`src/rtl/osc_sched_pkg.sv`:
```
// osc_sched_pkg
//   Shared definitions for the oscillator-clocked tick scheduler:
//   - cfg_state_e : configuration FSM states (IDLE, APPLY)
//   - OSC_*       : internal oscillator frequency constants
//   - prescale_for: oscillator cycles per base tick for a wanted base rate
package osc_sched_pkg;

    typedef enum logic [0:0] {
        IDLE  = 1'b0,
        APPLY = 1'b1
    } cfg_state_e;

    localparam int unsigned OSC_BASE_HZ  = 250_000_000;
    localparam int unsigned OSC_FREQ_DIV = 80;
    localparam int unsigned OSC_HZ       = OSC_BASE_HZ / OSC_FREQ_DIV;

    // Oscillator cycles per base tick for a base tick rate of hz.
    function automatic int unsigned prescale_for(input int unsigned hz);
        return OSC_HZ / hz;
    endfunction

endpackage

```
`src/rtl/osc_sched_channel.sv`:
```
// osc_sched_channel
//   One scheduler channel: divides the shared base tick by a programmable
//   period and produces a one-cycle tick strobe plus a square wave that
//   flips on every tick.
// Ports:
//   clk, rst_n        oscillator clock, asynchronous active-low reset
//   base_tick_i       one-cycle strobe from the shared prescaler
//   apply_i           configuration write to this channel (wins over counting)
//   apply_period_i    new period in base ticks (0 = stopped)
//   apply_en_i        new enable
//   tick_o            registered one-cycle tick strobe
//   toggle_o          registered square wave
module osc_sched_channel
    import osc_sched_pkg::*;
#(
    parameter int unsigned PER_W = 16
) (
    input  logic             clk,
    input  logic             rst_n,
    input  logic             base_tick_i,
    input  logic             apply_i,
    input  logic [PER_W-1:0] apply_period_i,
    input  logic             apply_en_i,
    output logic             tick_o,
    output logic             toggle_o
);

    logic [PER_W-1:0] period_q, period_d;
    logic             en_q, en_d;
    logic [PER_W-1:0] cnt_q, cnt_d;
    logic             tick_q, tick_d;
    logic             toggle_q, toggle_d;

    always_comb begin
        period_d = period_q;
        en_d     = en_q;
        cnt_d    = cnt_q;
        tick_d   = 1'b0;
        toggle_d = toggle_q;
        if (apply_i) begin
            // A write restarts the phase; a channel that ends up stopped
            // parks its square wave low, a running one keeps its level.
            period_d = apply_period_i;
            en_d     = apply_en_i;
            cnt_d    = '0;
            if (!apply_en_i || (apply_period_i == '0)) begin
                toggle_d = 1'b0;
            end
        end else if (base_tick_i && en_q && (period_q != '0)) begin
            // period_q is non-zero here, so period_q-1 cannot wrap.
            if (cnt_q == period_q - PER_W'(1)) begin
                cnt_d    = '0;
                tick_d   = 1'b1;
                toggle_d = ~toggle_q;
            end else begin
                cnt_d = cnt_q + PER_W'(1);
            end
        end
    end

    always_ff @(posedge clk or negedge rst_n) begin
        if (!rst_n) begin
            period_q <= '0;
            en_q     <= 1'b0;
            cnt_q    <= '0;
            tick_q   <= 1'b0;
            toggle_q <= 1'b0;
        end else begin
            period_q <= period_d;
            en_q     <= en_d;
            cnt_q    <= cnt_d;
            tick_q   <= tick_d;
            toggle_q <= toggle_d;
        end
    end

    assign tick_o   = tick_q;
    assign toggle_o = toggle_q;

endmodule

```
`src/rtl/osc_tick_scheduler.sv`:
```
// osc_tick_scheduler
//   Shared prescaler producing a base tick every PRESCALE oscillator cycles,
//   NUM_CH independent divider channels, and a two-state configuration FSM.
// Ports:
//   clk, rst_n      oscillator clock, asynchronous active-low reset
//   cfg_valid       configuration request
//   cfg_ready       configuration accept (registered)
//   cfg_ch          target channel; values >= NUM_CH are accepted and dropped
//   cfg_period      period in base ticks (0 = stopped)
//   cfg_en          channel enable
//   base_tick       one-cycle strobe every PRESCALE cycles
//   ch_tick         per-channel one-cycle tick strobe
//   ch_toggle       per-channel square wave (LED drive)
//   dbg_cfg_state   current configuration FSM state
//
// Handshake: a configuration transfer happens on a rising clk edge where
// cfg_valid && cfg_ready. cfg_valid may be held high; cfg_ch/cfg_period/cfg_en
// must be stable while cfg_valid is high and cfg_ready is low. cfg_ready
// drops for the single APPLY cycle after each transfer, so a held request
// is accepted every other cycle.
module osc_tick_scheduler
    import osc_sched_pkg::*;
#(
    parameter int unsigned NUM_CH   = 4,
    parameter int unsigned PRESCALE = prescale_for(1000),
    parameter int unsigned PER_W    = 16,
    localparam int unsigned CH_W    = (NUM_CH > 1) ? $clog2(NUM_CH) : 1
) (
    input  logic              clk,
    input  logic              rst_n,
    input  logic              cfg_valid,
    output logic              cfg_ready,
    input  logic [CH_W-1:0]   cfg_ch,
    input  logic [PER_W-1:0]  cfg_period,
    input  logic              cfg_en,
    output logic              base_tick,
    output logic [NUM_CH-1:0] ch_tick,
    output logic [NUM_CH-1:0] ch_toggle,
    output cfg_state_e        dbg_cfg_state
);

    localparam int unsigned PC_W = $clog2(PRESCALE);

    // ---------------- prescaler ----------------
    logic [PC_W-1:0] pcnt_q, pcnt_d;
    logic            pcnt_last;
    logic            base_tick_q;

    assign pcnt_last = (pcnt_q == PC_W'(PRESCALE - 1));
    assign pcnt_d    = pcnt_last ? '0 : pcnt_q + PC_W'(1);

    // base_tick is high in the cycle following pcnt == PRESCALE-1.
    always_ff @(posedge clk or negedge rst_n) begin
        if (!rst_n) begin
            pcnt_q      <= '0;
            base_tick_q <= 1'b0;
        end else begin
            pcnt_q      <= pcnt_d;
            base_tick_q <= pcnt_last;
        end
    end

    assign base_tick = base_tick_q;

    // ---------------- configuration FSM ----------------
    cfg_state_e       state_q;
    logic             cfg_ready_q;
    logic [CH_W-1:0]  ch_q;
    logic [PER_W-1:0] period_q;
    logic             en_q;

    always_ff @(posedge clk or negedge rst_n) begin
        if (!rst_n) begin
            state_q     <= IDLE;
            cfg_ready_q <= 1'b1;
            ch_q        <= '0;
            period_q    <= '0;
            en_q        <= 1'b0;
        end else begin
            case (state_q)
                IDLE: begin
                    if (cfg_valid && cfg_ready_q) begin
                        ch_q        <= cfg_ch;
                        period_q    <= cfg_period;
                        en_q        <= cfg_en;
                        state_q     <= APPLY;
                        cfg_ready_q <= 1'b0;
                    end
                end
                APPLY: begin
                    state_q     <= IDLE;
                    cfg_ready_q <= 1'b1;
                end
                default: begin
                    state_q     <= IDLE;
                    cfg_ready_q <= 1'b1;
                end
            endcase
        end
    end

    assign cfg_ready     = cfg_ready_q;
    assign dbg_cfg_state = state_q;

    // ---------------- channels ----------------
    // An out-of-range latched channel matches no index, so the write is
    // silently dropped while the handshake still completes.
    for (genvar g = 0; g < NUM_CH; g++) begin : g_ch
        logic apply_sel;
        assign apply_sel = (state_q == APPLY) && (ch_q == CH_W'(g));

        osc_sched_channel #(
            .PER_W (PER_W)
        ) u_ch (
            .clk            (clk),
            .rst_n          (rst_n),
            .base_tick_i    (base_tick_q),
            .apply_i        (apply_sel),
            .apply_period_i (period_q),
            .apply_en_i     (en_q),
            .tick_o         (ch_tick[g]),
            .toggle_o       (ch_toggle[g])
        );
    end

endmodule

```
`config.mk`:
```
export PLATFORM = sky130hd
export DESIGN_NAME = osc_tick_scheduler
export DESIGN_NICKNAME = d
export VERILOG_FILES = /design/src/rtl/osc_sched_pkg.sv /design/src/rtl/osc_sched_channel.sv /design/src/rtl/osc_tick_scheduler.sv
export SDC_FILE = /design/constraint.sdc
export NUM_CORES = 1
export LEC_CHECK = 0
export CAP_MARGIN = 20
export CELL_PAD_IN_SITES_DETAIL_PLACEMENT = 1
export CELL_PAD_IN_SITES_GLOBAL_PLACEMENT = 1
export CORE_MARGIN = 5
export CORE_UTILIZATION = 40
export DETAILED_ROUTE_END_ITERATION = 10
export MAX_ROUTING_LAYER = met4
export PLACE_DENSITY = 0.74
export SETUP_SLACK_MARGIN = 0.2
export SLEW_MARGIN = 20
export SYNTH_ARGS = -nofsm -noshare
export SYNTH_HDL_FRONTEND = slang
export SYNTH_HIERARCHICAL = 1
export SYNTH_SLANG_ARGS = --single-unit
```
`constraint.sdc`:
```
create_clock -name clk -period 2.3 [get_ports clk]
set_input_delay 0.46 -clock clk [delete_from_list [all_inputs] [get_ports clk]]
set_output_delay 0.46 -clock clk [all_outputs]
set_load 0.01 [all_outputs]
```
# Yosys cells after proc, flatten, opt, wreduce, memory -nomap -nowiden
# Index checks and enable logic that the tools add are counted.
[classes]
add_sub_neg = 9
n_eq_ne = 13
muxes = 42
n_bitwise = 5
reduce_logical = 34
[op_table]
columns = ["cell", "count"]
rows = [
  ["two-way mux 16 bit", 12],
  ["adder 16 x 1 -> 16 bit (second input constant)", 4],
  ["equality test 16 bit", 4],
  ["nonzero test 16 bit", 4],
  ["subtractor 16 x 1 -> 16 bit (second input constant)", 4],
  ["two-way mux 1 bit", 27],
  ["logical NOT 16 bit", 1],
  ["nonzero test 2 bit", 8],
  ["logical AND 1 bit", 13],
  ["adder 12 x 1 -> 12 bit (second input constant)", 1],
  ["equality test 12 bit (second input constant)", 1],
  ["two-way mux 12 bit", 1],
  ["AND reduction 3 bit", 4],
  ["!= test 2 x 1 -> 1 bit (second input constant)", 4],
  ["inverter 1 bit", 5],
  ["equality test 2 bit (second input constant)", 2],
  ["one-hot mux 1 bit (2 select lines)", 2],
  ["equality test 2 x 1 -> 1 bit (second input constant)", 1],
  ["logical NOT 2 bit", 1],
  ["!= test 2 bit (second input constant)", 1],
  ["AND reduction 2 bit", 1],
  ["logical NOT 1 bit", 1],
  ["logical OR 1 bit", 1],
]
[word_totals]
ff_bits = 174
in_bits = 22
output_inout_bits = 11
elab_cells = 130

# Longest topological paths before layout
# Gate-level depths: netlist (run 1).
[logic_depth]
word_depth = 5
mapped_depth = 10
ltp_nobuf = 9

# By module
# Netlist (run 1), hierarchy kept.
[by_module_without_submodules]
columns = ["mod", "n_inst", "cells_per_inst", "area_each_um2", "seq_area_each_um2"]
rows = [
  ["osc_sched_channel at g_ch[1].u_ch ...", 3, 241, 2296.0, 875.8],
  ["osc_sched_channel at g_ch[0].u_ch", 1, 243, 2313.5, 875.8],
  ["osc_tick_scheduler", 1, 152, 1485.2, 852.1],
]

# Worst setup path before layout (run 1)
# No wires, ideal clock.
[synth_path]
kind = "register to register"
startpoint = "reg g_ch[1].u_ch.period_q[3]"
endpoint = "reg g_ch[1].u_ch.cnt_q[12]"
setup_ns = 0.123
t_arrival_ns = 2.236
required_ns = 2.177
setup_slack_ns = -0.059
stages_incl_launch_ff = 10
n_path_buf = 2
synth_period_minus_slack_ns = 2.359
cell_sequence = "dfrtp_1 > buf_6 > or4_4 > o31ai_1 > o311a_1 > o32a_1 > and4b_4 > buf_6 > a21o_1 > nor2_1"
[synth_between]
elab_chain_len = 5
word_cells_on_any_way = 8
cone_classes = "1 x add/sub; 1 x eq/ne; 3 x mux; 3 x reduce/logical"
[synth_rtl]
columns = ["element", "line", "rtl"]
rows = [
  ["start: declaration", "osc_sched_channel.sv:28", "logic [PER_W-1:0] period_q, period_d;"],
  ["start signal: assignment", "osc_sched_channel.sv:69", "period_q <= period_d;"],
  ["subtractor 16 x 1 -> 16 bit", "osc_sched_channel.sv:51", "if (cnt_q == period_q - PER_W'(1)) begin"],
  ["equality test 16 bit", "osc_sched_channel.sv:51", ""],
  ["two-way mux 16 bit", "osc_sched_channel.sv:51", ""],
  ["two-way mux 16 bit", "osc_sched_channel.sv:49", "end else if (base_tick_i && en_q && (period_q != '0)) begin"],
  ["two-way mux 16 bit", "osc_sched_channel.sv:40", "if (apply_i) begin"],
  ["end signal: assignment", "osc_sched_channel.sv:71", "cnt_q <= cnt_d;"],
  ["end: declaration", "osc_sched_channel.sv:30", "logic [PER_W-1:0] cnt_q, cnt_d;"],
]
# Several ways; a longest one is shown, not always the timed one. The select of a mux whose other input is x is not followed.
# A chain may end at the register's enable or synchronous reset.

# Final worst setup path (run 1)
[layout_path]
startpoint = "reg g_ch[1].u_ch.period_q[9]"
endpoint = "reg g_ch[1].u_ch.cnt_q[9]"
# Same word-level chain as after synthesis.

==> results of run 1 <==
worst register-to-register path, delay by kind of cell (launching register included):
family | cells | cell delay, ns
xor+xnor | 1 | 0.16
simple gates | 4 | 1.64
flops | 1 | 0.39
compound gates | 2 | 0.26
layout by cell type (no fill, tap or decap), types with 10 or more instances in the layout:
cell and instances:
nor4_1 20, nor3_2 12, or3_1 19, a21oi_1 16, and3_1 26, clkdlybuf4s50_1 31, nor4_4 12, buf_6 25
mux2_2 54, xnor2_2 10, nor2_1 57, nor2b_1 12, o21ai_0 26, nand3_1 42, a21oi_2 13, nor2_2 20
dfrtp_1 165, xor2_1 43, nor3_1 18, nand4_1 38, clkbuf_16 17, a31oi_1 11, o221ai_2 10, nand3b_1 12
or4_4 11, buf_4 152, nand2b_1 35, a21o_1 10, xnor2_1 49, inv_1 29, nand2_1 123
final timing paths:
check / from / to / slack [ns] / depth (start not counted)
worst max-delay path: g_ch[1].u_ch/period_q[9]$_DFFE_PN0P_ / g_ch[1].u_ch/cnt_q[9]$_DFFE_PN0P_ / -0.27 / 7
worst min-delay path: rst_n / g_ch[1].u_ch/cnt_q[1]$_DFFE_PN0P_ / -0.01 / 1
worst max register to register: g_ch[1].u_ch/period_q[9]$_DFFE_PN0P_ / g_ch[1].u_ch/cnt_q[9]$_DFFE_PN0P_ / -0.27 / 7
worst min register to register: pcnt_q[11]$_DFF_PN0_ / pcnt_q[11]$_DFF_PN0_ / 0.49 / 1
max in group asynchronous: rst_n / g_ch[3].u_ch/period_q[9]$_DFFE_PN0P_ / 1.67 / 2
min in group clk: pcnt_q[11]$_DFF_PN0_ / pcnt_q[11]$_DFF_PN0_ / 0.49 / 1
kinds of logic after synthesis:
group / count (synthesis)
mux: 64
flops: 174
fa+ha+maj: 10
xor+xnor: 102
compound gates: 154
simple gates: 542
buf+inv: 72
repair_timing:
item,in CTS,in global routing
pin swaps,43,25
gates cloned,3,0
endpoints found under the setup margin,72,72
setup buffers,29,14
resized for setup,84,83
where the power goes:
group          total (uW)  switching, uW  internal [uW]
logic                 120           72.3           47.4
registers            3060              0           3060
clock network        3120           1390           1730
through the flow:
| step | total power (uW) | hold slack, ns | utilization, % |
|---|---|---|---|
| CTS | 6340 | 0.0128 | 52.4 |
| detailed placement | 3240 | 0.474 | 47.5 |
| floorplan | 3120 | 0.164 | - |
| global route | 6470 | 0.0127 | 54.4 |
| global placement | 3240 | 0.465 | 47.5 |
| finish | 6290 | -0.0106 | 54.4 |
per-layer routing:
metal | wire length (um) | vias up | track usage (%)
li1 | - | 4474 | -
met5 | 0 | - | -
met2 | 19100 | 271 | 40.9
met1 | 15300 | 5137 | 28.4
met4 | 1060 | 0 | 8.21
met3 | 1480 | 83 | 3.69
registers in the layout (all words and copies together), names as in the netlist:
name,count
g_ch.u_ch/en_q,4
g_ch.u_ch/toggle_o,4
g_ch.u_ch/tick_o,4
pcnt_q,12
base_tick,1
period_q,16
g_ch.u_ch/cnt_q,64
ch_q,2
cfg_ready,1
g_ch.u_ch/period_q,64
en_q,1
dbg_cfg_state,1
final cells by class:
type / instances / area (sq um) / area share (%)
multi-input cells: 875 / 6890 / 48.3
well taps: 335 / 419 / 2.94
clock inverters: 15 / 183 / 1.28
clock buffers: 17 / 425 / 2.99
flip-flops and latches: 174 / 4370 / 30.6
inverters: 31 / 116 / 0.817
repair buffers: 214 / 1850 / 13.0
synth_stat cells (9+ instances only):
cell        n  share of area [%]
or3_1      24                1.4
clkbuf_1   21               0.74
nor3_1     26                1.2
ha_1       10                1.2
or4_4      11                1.2
nand3_1    45                2.1
inv_1      31                1.1
nor2_1     70                2.5
a21o_1     13               0.91
mux2i_1    10               0.94
nor2b_1    16               0.94
nor3b_1     9               0.63
o221ai_1   16                1.3
mux2_2     54                5.7
dfrtp_1   173                 41
nand2b_1   35                2.0
xnor2_1    59                4.8
nand4_1    38                2.2
nand3b_1   12               0.84
xor2_1     43                3.5
nor4_1     26                1.5
and3_1     27                1.6
nor3_2     11                1.0
nand2_1   126                4.4
or4_1       9               0.63
a21oi_1    29                1.4
a31oi_1    17                1.0
o21ai_0    29                1.4
==> results.cfg, run 1 <==
[cells_and_area]
fin_cells = 1661
area_delta_synth_final_pct = 33.3
final_area_sq_mm = 0.0142
drive_gt1_share_pct = 34.6
fillers = 2879
nets = 1345
antenna_cells = 0

[logic_synthesis]
ys_ff_latch = 174
syn_inst = 1118
syn-cell-area_sq_mm = 0.0107
synth_cell_type_count = 63
synth.avg_cell_area_sq_um = 9.56
yosys.area_share.adder_pct = 1.17
synth_top_family_by_area = simple AND/OR/NAND/NOR gates
syn_nets = 1150
synthXorXnorAreaFrac_pct = 8.36
synth_mux_area_share_pct = 6.63
synth-compound-area-share_pct = 10.0
synth_seq_area_share_pct = 40.8
synthArstFlopShare_pct = 100
synth_edf_count = 0
synthFlopType = dfrtp_1
yosysWarningCount = 6
synth-simple-area-share_pct = 29.9

[placed_design]
place_congestion = 0.862
post-dp-hpwl_mm = 22.1
dp_worst_setup_slack_ns = -0.262
placed_area_sq_mm = 0.0124
place_inst = 1583
io_buffers = 32

[detailed_routing]
vias = 9965
first_pass_iters = 7
finalWirelength_mm = 36.9
first_iter_violations = 636
vias_per_cell = 6.00
drc = 0
routedWlPerCell_um = 22.2
ant_nets = 0

[timing]
max_freq_mhz = 389
slew_headroom_pct = 59.2
tightest_slew_ns = 0.613
rsz0062_at_grt = true
fin_ws_ns = -0.269
skew_ns = 0.0122
period_share_pct = 112
final_max_slew_viol_count = 0
hold_viol = 14
tns_ns = -11.50
whs_ns = -0.0106
finalSetupViolations = 71
finalCriticalPeriod_ns = 2.57

[clock_tree]
cts_made_buffers = 17
cts.sinks = 174
cts_buffer_depth = 2
cts_tree = built
ctsHtreeMaxLevel = 4
cts_root_buf = clkbuf_16
clkLatencyLatePin_ns = 0.44
ctsHoldBuffers = 0
cts.clk_slew.worst_paths_ns = 0.07

[critical_path]
path_common_cell = or4_4
critPathBufInv = 0
path_delay_family = simple AND/OR/NAND/NOR gates
slowest_stage = or4_4
slowest_delay_ns = 0.58
cp-start-kind = register
cp.required_ns = 2.62
crit_type = register to register
crit_fanout = 2
end_kind = register
worstPathCellList = or4_4 -> nor4_4 -> xnor2_2 -> or4_4 -> nor3_4 -> a32o_2 -> a21oi_1
arrival_ns = 2.89

[die]
core_sq_mm = 0.0262
io-pin-count = 33
initial_core_util_pct = 40.8
die_h_um = 173
dieArea_sq_mm = 0.0301
die_width_um = 173
num_rows = 59

[grt]
grt.overflow.total = 0
grt_pass1_vias = 10563
grt_pass1_wl_mm = 56.8
track_usage_pct = 23.8
antenna_found_initial = 0
grt_max_degree = 53

[worst_hold_path]
hold_class = input pin to asynchronous set/reset pin

[pwr]
leakage_uw = 0.00650
powerDensity_mw_per_mm2 = 442
peakVddDrop_v = 0.000425

[flow_run]
cap_violations = 0

[status]
violations = hold timing, setup timing
status = finished with violations
Note: power is estimated with default switching activity, not from simulation.
==> run 2: changes to the inputs <==
PLACE_DENSITY = 0.75   (was 0.74)
SYNTH_HIERARCHICAL = not set   (was 1)
==> run 2 against run 1 <==
  * Maximum frequency shrank 10%
  * Synthesized cell count shrank 0.27%
  * Sequential power is essentially flat
  * Final cell count grew 1.3%
  * Clock power shrank 12%
  * Sequential share of layout area grew 0.58 points
  * The run ends with setup timing left
  * Flip-flop and latch count is the same
  * Global-route usage grew 0.53 points
==> results.cfg, run 2 <==
[status]
status = finished with violations
violations = setup timing

[logic_synthesis]
syn_nets = 1147
synth_cell_type_count = 86
yosys.area_share.adder_pct = 1.25
synth-compound-area-share_pct = 11.1
synth_top_area_share_pct = 43.1
synth_edf_count = 0
synth_seq_area_share_pct = 43.3
synth-simple-area-share_pct = 26.9
yosysWarningCount = 0
synthXorXnorAreaFrac_pct = 9.41
synth_area_leaders = dfrtp_1 43%, nand2_1 7.9%, xnor2_1 5.8%
synth_top_family_by_area = simple AND/OR/NAND/NOR gates
synthFlopType = dfrtp_1
synth_mux_area_share_pct = 4.05
ys_ff_latch = 174
synthArstFlopShare_pct = 100
synth.most_common_cell = nand2_1
synth_top_area_cell = dfrtp_1
synth.avg_cell_area_sq_um = 9.01
syn_inst = 1115
synth_common_cells = 211 x nand2_1, 173 x dfrtp_1, 87 x nor2_1, 66 x xnor2_1, 62 x nand3_1
syn-cell-area_sq_mm = 0.0100

[critical_path]
r2r-start = g_ch[2].u_ch.period_q[0]$_DFFE_PN0P_
cp.required_ns = 2.61
crit_type = register to register
crit_start = g_ch[2].u_ch.period_q[0]$_DFFE_PN0P_
reg2reg_depth = 11
crit_fanout = 8
cp-start-kind = register
cp-endpoint = g_ch[2].u_ch.toggle_o$_DFFE_PN0P_
end_kind = register
arrival_ns = 3.17
rr_endpoint = g_ch[2].u_ch.toggle_o$_DFFE_PN0P_
reg2reg_slack_ns = -0.55

[timing]
finalSetupViolations = 71
slew_headroom_pct = 39.7
tns_ns = -24.54
tightest_slew_ns = 0.893
finalCriticalPeriod_ns = 2.85
final_max_slew_viol_count = 0
period_share_pct = 124
fin_ws_ns = -0.554
rsz0062_at_grt = true
max_freq_mhz = 350
skew_ns = 0.0163
hold_viol = 0

[die]
initial_core_util_pct = 40.2
die_h_um = 168
io-pin-count = 33
die_width_um = 168
core_sq_mm = 0.0250
num_rows = 58
dieArea_sq_mm = 0.0284

[pwr]
leakage_uw = 0.00644
powerDensity_mw_per_mm2 = 423
peakVddDrop_v = 0.000320

[placed_design]
placed_area_sq_mm = 0.0121
io_buffers = 32
place_congestion = 0.863
post-dp-hpwl_mm = 21.7

[cells_and_area]
final_area_sq_mm = 0.0140
layout_commonest_cell = nand2_1
antenna_cells = 0
reg_top3 = g_ch.u_ch.cnt_q (64), g_ch.u_ch.period_q (64), period_q (16)
area_delta_synth_final_pct = 39.0
fillers = 2788
drive_gt1_share_pct = 33.7
final_cell_mix = 208 x nand2_1, 182 x buf_4, 170 x dfrtp_1
nets = 1372

[detailed_routing]
routedWlPerCell_um = 20.3
first_iter_violations = 515
drc = 0
finalWirelength_mm = 34.2
first_pass_iters = 4
vias = 9463
ant_nets = 0
vias_per_cell = 5.63

[flow_run]
cap_violations = 0

[clock_tree]
clkLatencyLatePin_ns = 0.44
cts_tree = built
cts_buffer_depth = 2
ctsHtreeMaxLevel = 4
cts_root_buf = clkbuf_16
cts.sinks = 174
cts.clk_slew.worst_paths_ns = 0.07
cts_made_buffers = 17

[grt]
grt_pass1_wl_mm = 54.2
grt_pass1_vias = 10283
track_usage_pct = 24.3
grt.overflow.total = 0
antenna_found_initial = 0
grt_max_degree = 68

[worst_hold_path]
hold_class = input pin to asynchronous set/reset pin
-- run 2: area by class of cell --
cell class                 instances  area [sq um]  area share (%)
sequential                       174          4360            31.2
clock buffer                      20           447            3.20
timing repair buffer             261          2350            16.8
clock inverter                    11          83.8           0.600
inverter                          32           120           0.860
multi-input combinational        854          6190            44.3
tap                              330           413            2.96
-- run 2: cells by family after synthesis --
family / Yosys count
AOI/OAI and AO/OA: 157
muxes: 37
xor gates and xnor gates: 108
DFF: 174
buffers and inverters: 87
adders and majority gates: 10
and+or+nand+nor: 542
-- run 2: how the worst min path moves through the flow --
stage | startpoint | cells after the start | to | slack (ns)
5_1_grt | rst_n | 2 | g_ch[1].u_ch.cnt_q[0]$_DFFE_PN0P_ | 0.43
2_1_floorplan | rst_n | 0 | base_tick$_DFF_PN0_ | 0.16
4_1_cts | rst_n | 2 | g_ch[1].u_ch.cnt_q[3]$_DFFE_PN0P_ | 0.42
3_3_place_gp | rst_n | 1 | g_ch[1].u_ch.cnt_q[3]$_DFFE_PN0P_ | 0.30
3_5_place_dp | rst_n | 1 | g_ch[1].u_ch.cnt_q[3]$_DFFE_PN0P_ | 0.31
6_report | rst_n | 2 | g_ch[1].u_ch.cnt_q[3]$_DFFE_PN0P_ | 0.42
-- run 2: where the power goes --
part | total, uW | internal, uW | switching, uW
clock network | 2740 | 1420 | 1320
registers | 3060 | 3060 | 0
logic | 109 | 40.9 | 68.5
total | 5910 | 4520 | 1390
-- run 2: worst max-delay path, stage by stage, from the launching register on --
cell and delay, ns:
dfrtp_1 0.41, buf_6 0.13, or4_4 0.54, nor4b_4 0.41, mux2_4 0.22, mux2i_1 0.07, o21ai_1 0.19, nand4_1 0.20
o21ai_2 0.24, buf_4 0.16, buf_12 0.13, a2bb2oi_2 0.05
-- run 2: metal layers --
layer	routed length, um	global-route usage, %	vias to the layer above
met5	0	-	-
met4	726	6.70	0
met3	940	3.36	57
met2	17800	42.4	178
met1	14700	29.6	4863
li1	-	-	4365
-- run 2: what timing repair did --
item	4_1_cts	5_1_grt
setup endpoints to repair	74	84
buffers inserted	31	11
gates cloned	6	0
pin swaps	53	30
hold endpoints to repair	12	0
hold buffers	1	0
gates resized for setup	132	68
-- run 2: through the flow --
stage                     util [%]  worst slack [ns]  hold slack [ns]  power [uW]  std cells
after detailed placement      48.3            -0.450            0.308        3230       1602
after CTS                     54.2            -0.378            0.418        5950       1671
after floorplan                  -            -0.313            0.164        3120       1115
final                         55.9            -0.554            0.420        5910       1682
after global routing          55.9            -0.671            0.429        6110       1682
after global placement        48.3            -0.353            0.303        3230       1602
==> run 3: changes to the inputs <==
PLACE_DENSITY = 0.73   (was 0.75)
clock period = 3.7 ns   (was 2.3 ns; I/O delays follow)
==> run 3 against run 2 <==
  * The run now ends clean
  * Setup slack better by 1.2 ns
  * Non-clock buffer count down 211
  * Combinational power fell by 38%
  * Final cell count decreased by 13%
  * Clock power down 32%
  * First-iteration DRC count down 23%
  * Hold slack worse by 0.070 ns
  * Final area decreased by 19%
  * Register-to-register slack better by 1.2 ns
  * Via count decreased by 14%
  * Global-route usage shrank 4.4 points
  * Critical path type unchanged
  * Highest routed layer unchanged
==> results.cfg, run 3 (synthesized netlist as in run 2, its figures left out) <==
[status]
status = completed

[timing]
rsz0062_at_grt = false
finalCriticalPeriod_ns = 3.09
hold_viol = 0
period_share_pct = 83.6
tns_ns = 0
final_max_slew_viol_count = 0
whs_ns = 0.350
slew_headroom_pct = 41.4
tightest_slew_ns = 0.876
finalSetupViolations = 0
max_freq_mhz = 323
skew_ns = 0.0111

[cells_and_area]
area_delta_synth_final_pct = 12.0
drive_gt1_share_pct = 9.90
antenna_cells = 0
nets = 1161
fillers = 2905
layout_commonest_cell = nand2_1
final_cell_mix = 211 x nand2_1, 173 x dfrtp_1, 87 x nor2_1
reg_top3 = g_ch.u_ch.cnt_q (64), g_ch.u_ch.period_q (64), period_q (16)
final_util_pct = 45.1

[pwr]
swShare_pct = 21.5
seq_power_share_pct = 49.7
clock_power_share_pct = 48.5
p_int_uw = 3000
total_power_uw = 3820
p_comb_share_pct = 1.8
leakage_uw = 0.00516
powerDensity_mw_per_mm2 = 340
peakVddDrop_v = 0.000286
power_switching_uw = 822

[detailed_routing]
vias = 8131
first_iter_violations = 395
routedWlPerCell_um = 18.3
finalWirelength_mm = 26.9
ant_nets = 0
first_pass_iters = 5
drc = 0
vias_per_cell = 5.53

[critical_path]
crit_type = register to register
cp-start-kind = register
crit_fanout = 15
worstPathCellList = inv_1 -> ha_1 -> nor4b_4 -> nand4_2 -> nor3_1 -> xnor2_1 -> nor4_1 -> nand4_1 -> o21ai_4 -> a2bb2oi_1
end_kind = register
slowest_delay_ns = 0.45
cp.required_ns = 4.00
arrival_ns = 3.39
slowest_stage = nor4b_4

[die]
num_rows = 58
core_sq_mm = 0.0250
dieArea_sq_mm = 0.0284
io-pin-count = 33
die_h_um = 168
initial_core_util_pct = 40.2
die_width_um = 168

[clock_tree]
cts_buffer_depth = 2
cts_tree = built
clkLatencyLatePin_ns = 0.43
cts.sinks = 174
ctsHtreeMaxLevel = 4
cts_made_buffers = 17
cts_root_buf = clkbuf_16
cts.clk_slew.worst_paths_ns = 0.07
post_cts_buffers = 0

[grt]
track_usage_pct = 19.9
antenna_found_initial = 0
grt_pass1_vias = 8418
grt_max_degree = 81
grt.overflow.total = 0
grt_pass1_wl_mm = 44.7

[placed_design]
io_buffers = 32
post-dp-hpwl_mm = 19.0
place_congestion = 0.833

[worst_hold_path]
hold_class = input pin to asynchronous set/reset pin

[flow_run]
cap_violations = 0
## run 3: area by class of cell
type	instances	area, sq um	share of cell area [%]
timing repair buffer	50	467	4.15
multi-input combinational	854	5310	47.2
clock buffer	20	447	3.97
tap	330	413	3.67
inverter	32	120	1.07
sequential	174	4360	38.7
clock inverter	11	140	1.24
## run 3: path summary, 6_finish.rpt
| path | start | to | slack (ns) | cells past startpoint |
|---|---|---|---|---|
| hold reg to reg | g_ch[0].u_ch.en_q$_DFFE_PN0P_ | g_ch[0].u_ch.en_q$_DFFE_PN0P_ | 0.49 | 2 |
| hold / removal | rst_n | g_ch[3].u_ch.cnt_q[11]$_DFFE_PN0P_ | 0.35 | 1 |
| min in group clk | g_ch[0].u_ch.en_q$_DFFE_PN0P_ | g_ch[0].u_ch.en_q$_DFFE_PN0P_ | 0.49 | 2 |
| setup reg to reg | g_ch[2].u_ch.period_q[0]$_DFFE_PN0P_ | g_ch[2].u_ch.toggle_o$_DFFE_PN0P_ | 0.61 | 10 |
| setup / recovery | g_ch[2].u_ch.period_q[0]$_DFFE_PN0P_ | g_ch[2].u_ch.toggle_o$_DFFE_PN0P_ | 0.61 | 10 |
| max in group asynchronous | rst_n | g_ch[2].u_ch.cnt_q[15]$_DFFE_PN0P_ | 2.52 | 2 |
## run 3: worst max-delay path, delay by kind of cell (launching register included)
family	cells	cell delay (ns)
buf+inv	1	0.09
xor+xnor	1	0.10
simple gates	5	1.63
flops	1	0.42
fa+ha+maj	1	0.19
compound gates	2	0.54
## run 3: power groups by stage
stage	clock network, uW	logic (uW)	registers, uW
3_5_place_dp	0	71.0	1940
5_1_grt	1980	77.7	1900
3_3_place_gp	0	70.9	1940
2_1_floorplan	0	0.424	1940
6_report	1850	67.7	1900
4_1_cts	1890	71.5	1900
## run 3: layer usage
metal / global-route usage (%) / vias up / part of all wire, %
met5: - / - / 0
met4: 5.01 / 0 / 1.7
met3: 3.41 / 34 / 3.0
met2: 31.7 / 108 / 47
met1: 26.8 / 4054 / 48
li1: - / 3935 / -
## run 3: metrics by stage
step                cell area (sq um)  std cells  worst slack, ns
floorplan                       10000       1115            0.964
CTS                             11200       1470            0.422
global placement                10700       1439            0.601
detailed placement              10700       1439            0.459
finish                          11300       1471            0.606
global route                    11300       1471            0.266
## run 3: repair_timing
action | 4_1_cts | 5_1_grt
setup endpoints to repair | 0 | 15
gates resized for setup | 0 | 1
hold buffers | 0 | 0
